$ cat config.mk
export PLATFORM = sky130hd
export DESIGN_NAME = sr_lsu
export DESIGN_NICKNAME = d
export VERILOG_FILES = /design/src/rtl/sr_lsu_pkg.sv /design/src/rtl/sr_lsu_extend.sv /design/src/rtl/sr_lsu.sv
export SDC_FILE = /design/constraint.sdc
export NUM_CORES = 1
export LEC_CHECK = 0
export ABC_CLOCK_PERIOD_IN_PS = 3800
export BUFFER_PORTS_ARGS = -buffer_cell sky130_fd_sc_hd__buf_2
export CAP_MARGIN = 20
export CORE_MARGIN = 4
export CORE_UTILIZATION = 35
export CTS_CLUSTER_SIZE = 25
export DETAILED_ROUTE_END_ITERATION = 12
export PLACE_DENSITY = 0.68
export RECOVER_POWER = 100
export SYNTH_ARGS = -nofsm -noshare
export SYNTH_HDL_FRONTEND = slang
export SYNTH_SLANG_ARGS = --single-unit
$ cat constraint.sdc
create_clock -name clk -period 3.8 [get_ports clk]
set_input_delay 0 -clock clk [delete_from_list [all_inputs] [get_ports clk]]
set_output_delay 0 -clock clk [all_outputs]
set_load 0.02 [all_outputs]
$ cat src/rtl/sr_lsu_pkg.sv
// sr_lsu_pkg: shared RAM write-enable codes, access size codes and LSU FSM states for the schoolRISCV data path.
package sr_lsu_pkg;
    localparam logic [1:0] WBE_NO = 2'b00;
    localparam logic [1:0] WBE_B  = 2'b01;
    localparam logic [1:0] WBE_H  = 2'b10;
    localparam logic [1:0] WBE_W  = 2'b11;

    localparam logic [1:0] LSU_SIZE_B = 2'b00;
    localparam logic [1:0] LSU_SIZE_H = 2'b01;
    localparam logic [1:0] LSU_SIZE_W = 2'b10;

    typedef enum logic [1:0] {LSU_IDLE, LSU_WRITE, LSU_READ, LSU_RESP} lsu_state_t;

    // size 11 behaves as a word access
    function automatic logic lsu_misaligned(input logic [1:0] size, input logic [1:0] a);
        return size == LSU_SIZE_B ? 1'b0 : size == LSU_SIZE_H ? a[0] : |a;
    endfunction
endpackage

$ cat src/rtl/sr_lsu_extend.sv
// sr_lsu_extend: sign/zero extension of RAM read data to a 32-bit load result.
module sr_lsu_extend
    import sr_lsu_pkg::*;
(
    input  logic [31:0] rdata,
    input  logic [1:0]  size,
    input  logic        is_unsigned,
    output logic [31:0] ext
);
    logic sb, sh;
    assign sb = ~is_unsigned & rdata[7];
    assign sh = ~is_unsigned & rdata[15];
    always_comb ext = size == LSU_SIZE_B ? {{24{sb}}, rdata[7:0]} :
                      size == LSU_SIZE_H ? {{16{sh}}, rdata[15:0]} : rdata;
endmodule

$ cat src/rtl/sr_lsu.sv
// sr_lsu: single-outstanding load/store unit driving the byte-addressable data RAM.
// Define SR_LSU_MISALIGN_TRAP_EN to trap misaligned half/word accesses with resp_err.
module sr_lsu
    import sr_lsu_pkg::*;
#(
    parameter int ADDR_W = 32
) (
    input  logic              clk,
    input  logic              rst,
    input  logic              req_valid,
    output logic              req_ready,
    input  logic              req_we,
    input  logic [1:0]        req_size,
    input  logic              req_unsigned,
    input  logic [ADDR_W-1:0] req_addr,
    input  logic [31:0]       req_wdata,
    output logic              resp_valid,
    output logic [31:0]       resp_rdata,
    output logic              resp_err,
    output logic [1:0]        write_byte_en,
    output logic [ADDR_W-1:0] raddr,
    output logic [ADDR_W-1:0] waddr,
    output logic [31:0]       wdata,
    input  logic [31:0]       rdata
);
    lsu_state_t state, next;
    logic we_r, uns_r, mis, accept;
    logic [1:0] size_r;
    logic [ADDR_W-1:0] addr_r;
    logic [31:0] wdata_r, ext;

    sr_lsu_extend u_ext (.rdata(rdata), .size(size_r), .is_unsigned(uns_r), .ext(ext));

`ifdef SR_LSU_MISALIGN_TRAP_EN
    assign mis = lsu_misaligned(req_size, req_addr[1:0]);
`else
    assign mis = 1'b0;
`endif

    assign accept     = state == LSU_IDLE && req_valid;
    assign req_ready  = state == LSU_IDLE;
    assign resp_valid = state == LSU_RESP;
    assign raddr      = addr_r;
    assign waddr      = addr_r;
    assign wdata      = wdata_r;

    always_comb begin
        next          = state;
        write_byte_en = WBE_NO;
        case (state)
            LSU_IDLE:  next = !req_valid ? LSU_IDLE : mis ? LSU_RESP : req_we ? LSU_WRITE : LSU_READ;
            LSU_WRITE: begin
                next          = LSU_RESP;
                write_byte_en = size_r == LSU_SIZE_B ? WBE_B : size_r == LSU_SIZE_H ? WBE_H : WBE_W;
            end
            LSU_READ:  next = LSU_RESP;
            default:   next = LSU_IDLE;
        endcase
    end

    always_ff @(posedge clk or posedge rst)
        if (rst) state <= LSU_IDLE;
        else     state <= next;

    always_ff @(posedge clk or posedge rst) begin
        if (rst) begin
            we_r       <= 1'b0;
            uns_r      <= 1'b0;
            size_r     <= '0;
            addr_r     <= '0;
            wdata_r    <= '0;
            resp_rdata <= '0;
        end else begin
            if (accept) begin
                we_r    <= req_we;
                uns_r   <= req_unsigned;
                size_r  <= req_size;
                addr_r  <= req_addr;
                wdata_r <= req_wdata;
            end
            if (accept && mis) resp_rdata <= '0;
            if (state == LSU_READ || state == LSU_WRITE) resp_rdata <= we_r ? 32'h0 : ext;
        end
    end

`ifdef SR_LSU_MISALIGN_TRAP_EN
    // resp_err only changes on entry to RESP so it is stable outside the response
    always_ff @(posedge clk or posedge rst)
        if (rst)                                         resp_err <= 1'b0;
        else if (accept && mis)                          resp_err <= 1'b1;
        else if (state == LSU_READ || state == LSU_WRITE) resp_err <= 1'b0;
`else
    assign resp_err = 1'b0;
`endif
endmodule

==> flow_summary_export.csv <==
group,metric,value,unit
grt,grt_pass1_vias,3953,
worst_setup_path,crit_end,"raddr[7]$_DFFE_PP0P_",
worst_hold_path,hp-class,"in -> reg",
worst_setup_path,r2r_end,"raddr[7]$_DFFE_PP0P_",
detailed_routing,remaining_drc_errors,0,
synthesis,ys_ff_latch,102,
synthesis,syn-num-nets,448,
clock_network,cts-root-buf,"clkbuf_16",
finish,fin_nets,750,
timing,hold_violations,0,
timing,tightestPinTransition,2620,ps
timing,finClkSkew,7.75,ps
pwr,peakVddDrop,0.000455,V
flow_run,max_cap_violations,2,
pwr,p_per_area,905,mW/mm2
timing,slew_viol_final,131,
clock_network,cts_buffer_depth,2,
worst_setup_path,cp-end-kind,"register",
clock_network,h-tree-depth,3,
synthesis,yosysTopAreaCell,"dfrtp_1",
detailed_routing,dr.pass1.iters,4,
clock_network,cts_buffers,9,
synthesis,synth-edff-count,0,
timing,fin_crit,2490,ps
detailed_routing,first_iter_violations,119,
finish,final_cell_mix,"clkbuf_1, dlygate4sd3_1, buf_2, dfrtp_1, mux2_2",
floorplan,io_pins,236,
placed_design,portBuffers,234,
synthesis,synth_cell_types,23,
grt,antenna_found_initial,0,
placed_design,place_congestion,0.728,
worst_setup_path,worstPathMaxFanout,69,
grt,grt_overflow,0,
run_status,violations,"max-capacitance violations, max-slew violations",
worst_setup_path,required,4010,ps
clock_network,post_cts_resized,0,
floorplan,initial_core_util,36.2,%
detailed_routing,routed_wl,12300,um
detailed_routing,antenna_left,0,
floorplan,core_area,0.0122,mm2
synthesis,yosysSeqAreaShare,58.0,%
worst_setup_path,start_kind,"register",
worst_setup_path,cp-startpoint,"state[0]$_DFF_PP0_",
worst_setup_path,crit_type,"reg -> reg",
worst_setup_path,ff2ff_setup_slack,1310,ps
detailed_routing,vias,3625,
grt,grt_max_degree,70,
synthesis,yosysWarnings,0,
synthesis,netlist_area,0.00440,mm2
clock_network,postCtsSetupBuffers,0,
timing,min_period_over_period,65.5,%
worst_setup_path,rr_startpoint,"state[0]$_DFF_PP0_",
timing,clock.fmax,0.402,GHz
timing,slew_headroom,-75.5,%
detailed_routing,post_drt_via_cell_ratio,4.45,
clock_network,postCtsHoldBufs,103,
finish,syn_to_final_growth,50.6,%
pwr,p_leak,0.00301,uW
clock_network,clk_transition_reported_paths,70,ps
placed_design,pre_cts_slack,1800,ps
finish,final_core_util,54.4,%
timing,timing.setup.tns,0,ps
timing,fin_ws,1310,ps
floorplan,die_x,120,um
placed_design,place_hpwl,7730,um
clock_network,cts_tree,"built",
floorplan,dieArea,0.0144,mm2
floorplan,fp-row-count,40,
floorplan,fp.dieH,120,um
synthesis,synth_ff_type,"dfrtp_1",
synthesis,synth_area_leaders,"dfrtp_1, mux2_2, buf_4",
timing,rsz0062_at_grt,"no",
timing,whs,408,ps
synthesis,synth_top_area_share,58.0,%
synthesis,async_reset_ff_share,100,%
grt,grt_util_all_layers,16.8,%
finish,nFillCells,1099,
finish,diodes,0,
clock_network,cts_sinks,102,
synthesis,netlist_instances,340,
worst_setup_path,r2r_cells,4,
detailed_routing,wl_per_cell,15.2,um
grt,grt_pass1_wl,19300,um
finish,drive_above_1_share,30.2,%
clock_network,insertion_delay,340,ps
finish,final_common_cell,"clkbuf_1",
worst_setup_path,arrival,2700,ps
synthesis,synth.avg_cell_area,12.9,um2
timing,finalSetupViolCount,0,
run_status,status,"complete, but fails checks",
## cell families after synthesis
group / Yosys count / share of synthesized area [%]
compound gates: 37 / 6.97
fa+ha+maj: 5 / 1.42
buf+inv: 84 / 11.2
flops: 102 / 58.0
mux: 67 / 17.2
other cells: 1 / 0.0853
simple gates: 44 / 5.15
## synth_stat cells, types with 2 or more instances
| cell type | instances |
|---|---|
| clkbuf_1 | 4 |
| buf_2 | 5 |
| nor2_1 | 11 |
| inv_1 | 36 |
| and2_1 | 2 |
| ha_1 | 5 |
| o22ai_2 | 10 |
| a31oi_1 | 2 |
| nor2b_1 | 18 |
| buf_6 | 3 |
| mux2_2 | 67 |
| nand2_1 | 10 |
| buf_4 | 35 |
| o22ai_1 | 15 |
| dfrtp_1 | 102 |
| o21ai_0 | 8 |
## critical path: stages (launching register included)
cell and delay (ps):
dfrtp_1 400, inv_1 80, ha_1 240, nand2_2 1140, mux2_2 440
## state kept, by name, summed over array words and instances, names as in the netlist
signal / flops
raddr: 32
resp_rdata: 32
wdata: 32
size_r: 2
state: 2
uns_r: 1
we_r: 1
## metal layers
layer  track usage, %  part of all wire (%)
met3             4.15                   7.4
met5                0                     0
met4             7.44                   2.8
met1             18.5                    38
met2             30.5                    52
## stage by stage
step | cell area (um2) | total power, uW | std cells
finish | 6620 | 5990 | 814
global route | 6620 | 6370 | 814
CTS | 6820 | 6240 | 814
detailed placement | 5450 | 5080 | 696
global placement | 5450 | 4980 | 696
floorplan | 4400 | 4340 | 340
## area by class of cell
| type | count | area, um2 | area share, % |
|---|---|---|---|
| multi-input combinational | 154 | 1330 | 20.1 |
| clock buffer | 11 | 243 | 3.67 |
| sequential | 102 | 2550 | 38.5 |
| tap | 168 | 210 | 3.17 |
| timing repair buffer | 339 | 2050 | 31.0 |
| clock inverter | 4 | 95.1 | 1.44 |
| inverter | 36 | 136 | 2.06 |
## how the worst min path moves through the flow
stage / startpoint / end / cells past startpoint
floorplan: rdata[0] / resp_rdata[0]$_DFFE_PP0N_ / 2
global placement: rst / raddr[7]$_DFFE_PP0P_ / 2
detailed placement: rst / raddr[4]$_DFFE_PP0P_ / 2
CTS: rst / raddr[4]$_DFFE_PP0P_ / 3
global route: req_wdata[25] / wdata[25]$_DFFE_PP0P_ / 3
finish: rdata[5] / resp_rdata[5]$_DFFE_PP0N_ / 4
## where the power goes
part	switching, uW	internal (uW)	total [uW]
logic	1890	1060	2960
clock network	381	657	1040
registers	356	1640	1990
Power figures use the tool's default switching activity.
